===== config.mk =====
export PLATFORM = sky130hd
export DESIGN_NAME = uart_cmd_decoder
export DESIGN_NICKNAME = d
export VERILOG_FILES = /design/src/rtl/uart_cmd_decoder.sv
export SDC_FILE = /design/constraint.sdc
export NUM_CORES = 1
export LEC_CHECK = 0
export CORE_ASPECT_RATIO = 1.25
export CORE_MARGIN = 2
export CORE_UTILIZATION = 35
export CTS_BUF_LIST = sky130_fd_sc_hd__clkbuf_4 sky130_fd_sc_hd__clkbuf_8
export DETAILED_ROUTE_END_ITERATION = 6
export GPL_TIMING_DRIVEN = 0
export PLACE_DENSITY_LB_ADDON = 0.25
export SYNTH_ARGS = -nofsm -noshare
export SYNTH_HDL_FRONTEND = slang
export SYNTH_SLANG_ARGS = --single-unit

===== constraint.sdc =====
create_clock -name clk -period 2.9 [get_ports clk]
set_input_delay 0.58 -clock clk [delete_from_list [all_inputs] [get_ports clk]]
set_output_delay 0.58 -clock clk [all_outputs]
set_load 0.005 [all_outputs]

===== src/rtl/uart_cmd_decoder.sv =====
// Pops bytes from the RX FIFO and decodes single-letter commands and the
// "S hhmmss <CR|LF>" set-time command into registered one-cycle pulses.
module uart_cmd_decoder #(
  parameter int unsigned TIMEOUT_CYCLES = 100_000_000
) (
  input  logic       clk,
  input  logic       rst,
  input  logic       rx_empty,
  input  logic [7:0] rx_data,
  output logic       rx_pop,
  output logic       o_run_stop,
  output logic       o_clear,
  output logic       o_mode,
  output logic       o_dht_req,
  output logic       o_set_valid,
  output logic [4:0] o_set_hour,
  output logic [5:0] o_set_min,
  output logic [5:0] o_set_sec,
  output logic       o_err,
  output logic [1:0] dbg_state
);

  localparam int CW = (TIMEOUT_CYCLES > 1) ? $clog2(TIMEOUT_CYCLES) : 1;
  localparam logic [CW-1:0] CNT_MAX = CW'(TIMEOUT_CYCLES - 1);

  typedef enum logic [1:0] {
    IDLE   = 2'd0,
    DIGITS = 2'd1,
    TERM   = 2'd2
  } state_e;

  state_e          state_q, state_d;
  logic [2:0]      idx_q, idx_d;
  logic [5:0][3:0] digit_q, digit_d;
  logic [CW-1:0]   cnt_q, cnt_d;
  logic            run_stop_q, run_stop_d, clear_q, clear_d, mode_q, mode_d;
  logic            dht_req_q, dht_req_d, set_valid_q, set_valid_d, err_q, err_d;
  logic [4:0]      set_hour_q, set_hour_d;
  logic [5:0]      set_min_q, set_min_d, set_sec_q, set_sec_d;

  logic       is_digit, is_eol, timeout;
  logic [6:0] hour_v, min_v, sec_v;

  function automatic logic [6:0] times10(input logic [3:0] x);
    logic [6:0] w;
    w = {3'b000, x};
    return (w << 3) + (w << 1);
  endfunction

  assign rx_pop    = ~rx_empty;
  assign is_digit  = (rx_data >= 8'h30) && (rx_data <= 8'h39);
  assign is_eol    = (rx_data == 8'h0D) || (rx_data == 8'h0A);
  // A pop in the limit cycle wins over the timeout.
  assign timeout   = ~rx_pop && (cnt_q == CNT_MAX);
  assign hour_v    = times10(digit_q[0]) + {3'b000, digit_q[1]};
  assign min_v     = times10(digit_q[2]) + {3'b000, digit_q[3]};
  assign sec_v     = times10(digit_q[4]) + {3'b000, digit_q[5]};

  always_comb begin
    state_d     = state_q;
    idx_d       = idx_q;
    digit_d     = digit_q;
    cnt_d       = cnt_q;
    run_stop_d  = 1'b0;
    clear_d     = 1'b0;
    mode_d      = 1'b0;
    dht_req_d   = 1'b0;
    set_valid_d = 1'b0;
    err_d       = 1'b0;
    set_hour_d  = set_hour_q;
    set_min_d   = set_min_q;
    set_sec_d   = set_sec_q;

    case (state_q)
      IDLE: begin
        cnt_d = '0;
        if (rx_pop) begin
          case (rx_data)
            8'h52, 8'h72: run_stop_d = 1'b1;
            8'h43, 8'h63: clear_d    = 1'b1;
            8'h4D, 8'h6D: mode_d     = 1'b1;
            8'h44, 8'h64: dht_req_d  = 1'b1;
            8'h53, 8'h73: begin
              state_d = DIGITS;
              idx_d   = 3'd0;
            end
            8'h0D, 8'h0A: ;
            default:      err_d = 1'b1;
          endcase
        end
      end
      DIGITS: begin
        if (rx_pop) begin
          cnt_d = '0;
          if (is_digit) begin
            digit_d[idx_q] = rx_data[3:0];
            if (idx_q == 3'd5) state_d = TERM;
            else               idx_d   = idx_q + 3'd1;
          end else begin
            err_d   = 1'b1;
            state_d = IDLE;
          end
        end else if (timeout) begin
          err_d   = 1'b1;
          state_d = IDLE;
          cnt_d   = '0;
        end else begin
          cnt_d = cnt_q + CW'(1);
        end
      end
      TERM: begin
        if (rx_pop) begin
          cnt_d   = '0;
          state_d = IDLE;
          if (is_eol && (hour_v < 7'd24) && (min_v < 7'd60) && (sec_v < 7'd60)) begin
            set_valid_d = 1'b1;
            set_hour_d  = hour_v[4:0];
            set_min_d   = min_v[5:0];
            set_sec_d   = sec_v[5:0];
          end else begin
            err_d = 1'b1;
          end
        end else if (timeout) begin
          err_d   = 1'b1;
          state_d = IDLE;
          cnt_d   = '0;
        end else begin
          cnt_d = cnt_q + CW'(1);
        end
      end
      default: state_d = IDLE;
    endcase
  end

  always_ff @(posedge clk or posedge rst) begin
    if (rst) begin
      state_q     <= IDLE;
      idx_q       <= '0;
      digit_q     <= '0;
      cnt_q       <= '0;
      run_stop_q  <= 1'b0;
      clear_q     <= 1'b0;
      mode_q      <= 1'b0;
      dht_req_q   <= 1'b0;
      set_valid_q <= 1'b0;
      err_q       <= 1'b0;
      set_hour_q  <= '0;
      set_min_q   <= '0;
      set_sec_q   <= '0;
    end else begin
      state_q     <= state_d;
      idx_q       <= idx_d;
      digit_q     <= digit_d;
      cnt_q       <= cnt_d;
      run_stop_q  <= run_stop_d;
      clear_q     <= clear_d;
      mode_q      <= mode_d;
      dht_req_q   <= dht_req_d;
      set_valid_q <= set_valid_d;
      err_q       <= err_d;
      set_hour_q  <= set_hour_d;
      set_min_q   <= set_min_d;
      set_sec_q   <= set_sec_d;
    end
  end

  assign o_run_stop  = run_stop_q;
  assign o_clear     = clear_q;
  assign o_mode      = mode_q;
  assign o_dht_req   = dht_req_q;
  assign o_set_valid = set_valid_q;
  assign o_err       = err_q;
  assign o_set_hour  = set_hour_q;
  assign o_set_min   = set_min_q;
  assign o_set_sec   = set_sec_q;
  assign dbg_state   = state_q;

endmodule


Word-level counts from Yosys, hierarchy flattened
Index checks and enable logic that the tools add are counted.
{"block": "classes", "bitwise_logic": 1, "n_addsub": 8, "eq_ne": 22, "n_lt_le_gt_ge": 7, "muxes": 43, "n_reduce_logical": 21}
{"op": "equality test 8 x 7 -> 1 bit (second input constant)", "count": 10}
{"op": "two-way mux 27 bit", "count": 2}
{"op": "one-hot mux 27 bit (2 select lines)", "count": 1}
{"op": "adder 27 x 1 -> 27 bit (second input constant)", "count": 1}
{"op": "equality test 27 bit (second input constant)", "count": 1}
{"op": "bitwise mux 24 bit", "count": 1}
{"op": "two-way mux 1 bit", "count": 22}
{"op": "adder 7 x 4 -> 7 bit", "count": 3}
{"op": "adder 7 x 5 -> 7 bit", "count": 3}
{"op": "equality test 8 x 4 -> 1 bit (second input constant)", "count": 2}
{"op": "two-way mux 3 bit", "count": 5}
{"op": "< comparator 7 x 6 -> 1 bit (second input constant)", "count": 2}
{"op": "two-way mux 2 bit", "count": 7}
{"op": "demux 4 bit (select 3 bit)", "count": 1}
{"op": "OR reduction 12 bit", "count": 1}
{"op": "OR reduction 2 bit", "count": 6}
{"op": "AND reduction 3 bit", "count": 3}
{"op": "greater-or-equal comparator 8 x 6 -> 1 bit (second input constant)", "count": 1}
{"op": "<= comparator 8 x 6 -> 1 bit (second input constant)", "count": 1}
{"op": "!= test 2 bit (second input constant)", "count": 4}
{"op": "< comparator 7 x 5 -> 1 bit (second input constant)", "count": 1}
{"op": "logical AND 1 bit", "count": 6}
{"op": "one-hot mux 2 bit (3 select lines)", "count": 1}
{"op": "one-hot mux 3 bit (2 select lines)", "count": 1}
{"op": "other kinds (15)", "count": 16}
{"block": "totals", "register_bits": 79, "in_bits": 11, "output_inout_bits": 26}

Logic depth before layout (Yosys ltp)
{"block": "logic_depth", "word_depth": 9, "ltp_mapped": 11}

Worst setup path after synthesis
Ideal clock, no wire load.
{"block": "synth_timing", "path_type": "register to register", "from": "reg digit_q[16] (netlist name)", "to": "reg set_min_q[0] (netlist: o_set_min[0])", "setup_ns": 0.125, "stages_incl_launch_ff": 12, "path_buffers": 1, "setup_slack_ns": -0.293, "t_arrival_ns": 3.068, "t_required_ns": 2.775, "cell_sequence": "dfrtp_1 > inv_1 > fa_1 > inv_1 > fa_1 > a21o_1 > a21oi_2 > xnor2_1 > a41o_1 > nor4_4 > buf_8 > mux2_4"}
{"block": "synth_between", "elab_chain_len": 5}
{"item": "start: declaration", "line": "34", "source": "logic [5:0][3:0] digit_q, digit_d;"}
{"item": "start signal: assignment", "line": "153", "source": "digit_q <= digit_d;"}
{"item": "adder 7 x 5 -> 7 bit", "line": "47", "source": "return (w << 3) + (w << 1);"}
{"item": "adder 7 x 4 -> 7 bit", "line": "57", "source": "assign sec_v = times10(digit_q[4]) + {3'b000, digit_q[5]};"}
{"item": "< comparator 7 x 6 -> 1 bit", "line": "115", "source": "if (is_eol && (hour_v < 7'd24) && (min_v < 7'd60) && (sec_v < 7'd60)) begin"}
{"item": "logical AND 1 bit", "line": "115"}
{"item": "AND reduction 3 bit (no line)"}
{"item": "end signal: assignment", "line": "162", "source": "set_min_q <= set_min_d;"}
{"item": "end: declaration", "line": "39", "source": "logic [5:0] set_min_q, set_min_d, set_sec_q, set_sec_d;"}
No other way between the ends.
A chain may end at the register's enable or synchronous reset.

Worst setup path after layout
{"block": "layout_timing", "from": "reg digit_q[8] (netlist name)", "to": "reg set_sec_q[1] (netlist: o_set_sec[1])"}
{"block": "layout_between", "elab_chain_len": 6}
{"item": "adder 7 x 5 -> 7 bit", "line": "47"}
{"item": "adder 7 x 4 -> 7 bit", "line": "56", "source": "assign min_v = times10(digit_q[2]) + {3'b000, digit_q[3]};"}
{"item": "< comparator 7 x 6 -> 1 bit", "line": "115"}
{"item": "logical AND 1 bit (2 in a row)", "line": "115"}
{"item": "AND reduction 3 bit (no line)"}
{"item": "end signal: assignment", "line": "163", "source": "set_sec_q <= set_sec_d;"}
{"item": "end: declaration", "line": "39"}
No other way between the ends.

==> impl_metrics.tcl <==
set metrics [dict create \
    status "finished with violations" \
    violations "negative setup slack" \
    maxCapViolations 0 \
    avgViaCountPerCell 4.91 \
    cpMaxStageDelayCell "fa_2" \
    grt_pass1_wl_um 15300 \
    r2r_cells 12 \
    p_leak_uw 0.00241 \
    hold_depth 2 \
    num_vias 3121 \
    synth_seq_cells 79 \
    ys_seq_area_share_pct 45.7 \
    syn-cell-area_um2 4320 \
    critical_path.cell_chain "inv_2, fa_2, inv_1, ha_1, a21o_1, a21oi_2, xor2_2, o2111ai_2, nor4_4, buf_6, clkbuf_16, mux2_4" \
    reg2reg_slack_ns -0.13 \
    cts_tree "yes" \
    fmax_ghz 0.330 \
    synthCells 406 \
    critPathMaxFanout 5 \
    fin_ws_ns -0.129 \
    antenna_found_initial 0 \
    drt-wirelength-per-cell_um 14.5 \
    critical_path_arrival_ns 3.29 \
    htree_levels 3 \
    synth_area_per_cell_um2 10.6 \
    path_class "flip-flop to flip-flop" \
    ir_drop_v 0.000213 \
    cts_root_buf "clkbuf_8" \
    nNetsFinal 511 \
    clkLatencyLatePin_ns 0.37 \
    period_share_pct 104 \
    core_area_um2 12100 \
    grt_pass1_vias 3241 \
    gr-usage-all-layers_pct 15.1 \
    dr.pass1.iters 4 \
    cp-startpoint "digit_q[8]$_DFFE_PP0P_" \
    worstHoldPathType "flip-flop to flip-flop" \
    synth_top_flop_cell "dfrtp_1" \
    synth.distinct_cells 50 \
    grt_max_degree 55 \
    drc 0 \
    final-setup-viol-count 18 \
    dp_hpwl_um 6810 \
    drv_slew 0 \
    critPathCaptureType "flip-flop" \
    drive_gt1_share_pct 19.1 \
    reg2reg_from "digit_q[8]$_DFFE_PP0P_" \
    path_clk_slew_ns 0.08 \
    worst_slew_margin_rel_pct 41.7 \
    start_util_pct 35.7 \
    hold_viol 0 \
    rows 45 \
    cp_num_buf_inv 4 \
    overflow 0 \
    worstHoldStart "digit_q[13]$_DFFE_PP0P_" \
    async_flop_share_pct 100 \
    numPortBuffers 36 \
    cp-start-kind "flip-flop" \
    slowest_delay_ns 0.60 \
    numCtsBuffers 9 \
    n_antenna_cell 0 \
    fin_util_pct 44.1 \
    die_y_um 128 \
    fill_cells 1176 \
    holdBufCountCts 0 \
    worst_pin_slew_ns 0.866 \
    die_area_um2 13300 \
    syn_nets 451 \
    gp_congestion 0.819 \
    hold_end "digit_q[13]$_DFFE_PP0P_" \
    r2r_end "o_set_sec[1]$_DFFE_PP0P_" \
    crit_family "adder cells" \
    rsz0062_at_grt "yes" \
    required_ns 3.16 \
    synth_warnings 0 \
    detail_route.iter0.violations 107 \
    cts_num_sinks 79 \
    synthToLayoutAreaGrowth_pct 23.5 \
    clk_path_buf_depth 2 \
    finalWirelength_um 9220 \
    io_pins 37 \
    power.density_nw_per_um2 561 \
    period_needed_ns 3.03 \
    synth-edff-count 0 \
    ant_nets 0 \
    die_x_um 103 \
    pre_cts_ws_ns -0.652 \
    finalClockSkew_ns 0.00996 \
    crit_cells 12 \
]
[kinds of logic after synthesis]
group | Yosys count | synth area share, %
DFF | 79 | 45.7
buffers and inverters | 42 | 3.97
adders and majority gates | 34 | 10.9
and+or+nand+nor | 132 | 15.8
AOI/OAI and AO/OA | 58 | 8.80
muxes | 33 | 9.12
xor gates and xnor gates | 28 | 5.67
[state kept, by name (all words and copies together), names as in the netlist]
signal       flops
cnt_q           27
digit_q         24
o_set_min        6
o_set_sec        6
o_set_hour       5
idx_q            3
dbg_state        2
o_clear          1
o_dht_req        1
o_err            1
o_mode           1
o_run_stop       1
o_set_valid      1
[worst min-delay path, stage by stage, from the launching register on]
cell and delay (ns):
dfrtp_1 0.35, nand2_1 0.05, o21ai_0 0.06
[worst max path at each step]
stage | slack (ns) | to
4_1_cts | -0.22 | o_set_min[1]$_DFFE_PP0P_
3_3_place_gp | -1.05 | o_set_sec[5]$_DFFE_PP0P_
6_report | -0.13 | o_set_sec[1]$_DFFE_PP0P_
2_1_floorplan | -0.09 | o_set_min[0]$_DFFE_PP0P_
3_5_place_dp | -0.65 | o_set_sec[3]$_DFFE_PP0P_
5_1_grt | -0.25 | o_set_min[1]$_DFFE_PP0P_
[routing by layer]
layer,GRT usage (%),wire length [µm],up-vias
li1,-,-,1531
met1,17.8,3870,1521
met2,25.9,4820,53
met3,3.00,313,16
met4,7.12,219,0
met5,0,0,-
[report_power, final]
part	leakage [µW]	total, µW	internal, µW	switching, µW
registers	0.00105	1260	1180	79.0
logic	0.00125	795	347	448
clock network	0.000112	940	530	410
[final cells by class]
class | instances | area, µm² | area share [%]
buffer | 10 | 56.3 | 1.05
clock buffer | 11 | 151 | 2.84
clock inverter | 5 | 80.1 | 1.50
inverter | 32 | 123 | 2.30
multi-input combinational | 285 | 2230 | 41.9
sequential | 79 | 1980 | 37.0
tap | 164 | 205 | 3.84
timing repair buffer | 49 | 510 | 9.56
[cell usage after synthesis, drive strengths merged, types with 2 or more instances]
master | number | area (µm²)
a21o | 6 | 45.0
a21oi | 12 | 78.8
and2 | 4 | 25.0
and3 | 4 | 25.0
and4 | 3 | 26.3
buf | 3 | 25.0
clkbuf | 7 | 26.3
dfrtp | 79 | 1980
fa | 6 | 120
ha | 28 | 350
inv | 32 | 120
mux2 | 30 | 364
mux2i | 3 | 30.0
nand2 | 33 | 126
nand2b | 5 | 31.3
nand3 | 17 | 85.1
nand3b | 2 | 15.0
nand4 | 8 | 50.1
nor2 | 30 | 113
nor2b | 2 | 12.5
nor3 | 11 | 55.1
nor3b | 3 | 22.5
nor4 | 5 | 46.3
o21ai | 22 | 110
o22ai | 2 | 12.5
o31ai | 6 | 45.0
or3 | 2 | 17.5
xnor2 | 6 | 52.6
xor2 | 22 | 193
[stage by stage]
stage          hold slack (ns)  power [µW]  cell area [µm²]  TNS [ns]  std cells
3_3_place_gp             0.480        1990             4910    -94.21        606
5_1_grt                  0.526        3170             5340     -3.99        635
2_1_floorplan            0.454        1790             4340    -0.649        406
4_1_cts                  0.496        3000             5240     -3.07        630
3_5_place_dp             0.479        2010             4940    -13.12        607
6_report                 0.492        2990             5340     -1.71        635
[cell usage in the layout, fill, tap and decap left out, types with 11 or more instances in the layout]
cell	instances
o21ai_0	21
nand2_1	32
mux2_2	22
inv_1	25
nand3_1	17
nor2_1	30
xor2_1	21
clkdlybuf4s50_1	36
dfrtp_1	79
ha_1	28
clkbuf_8	11
[repair_timing]
action                                  4_1_cts  5_1_grt
buffers inserted                              7        4
gates resized for setup                       3       16
endpoints found under the setup margin       19       32
pin swaps                                     6        5
cloned                                        0        1
hold endpoints to repair                      0        0
(Power assumes the default switching activity.)
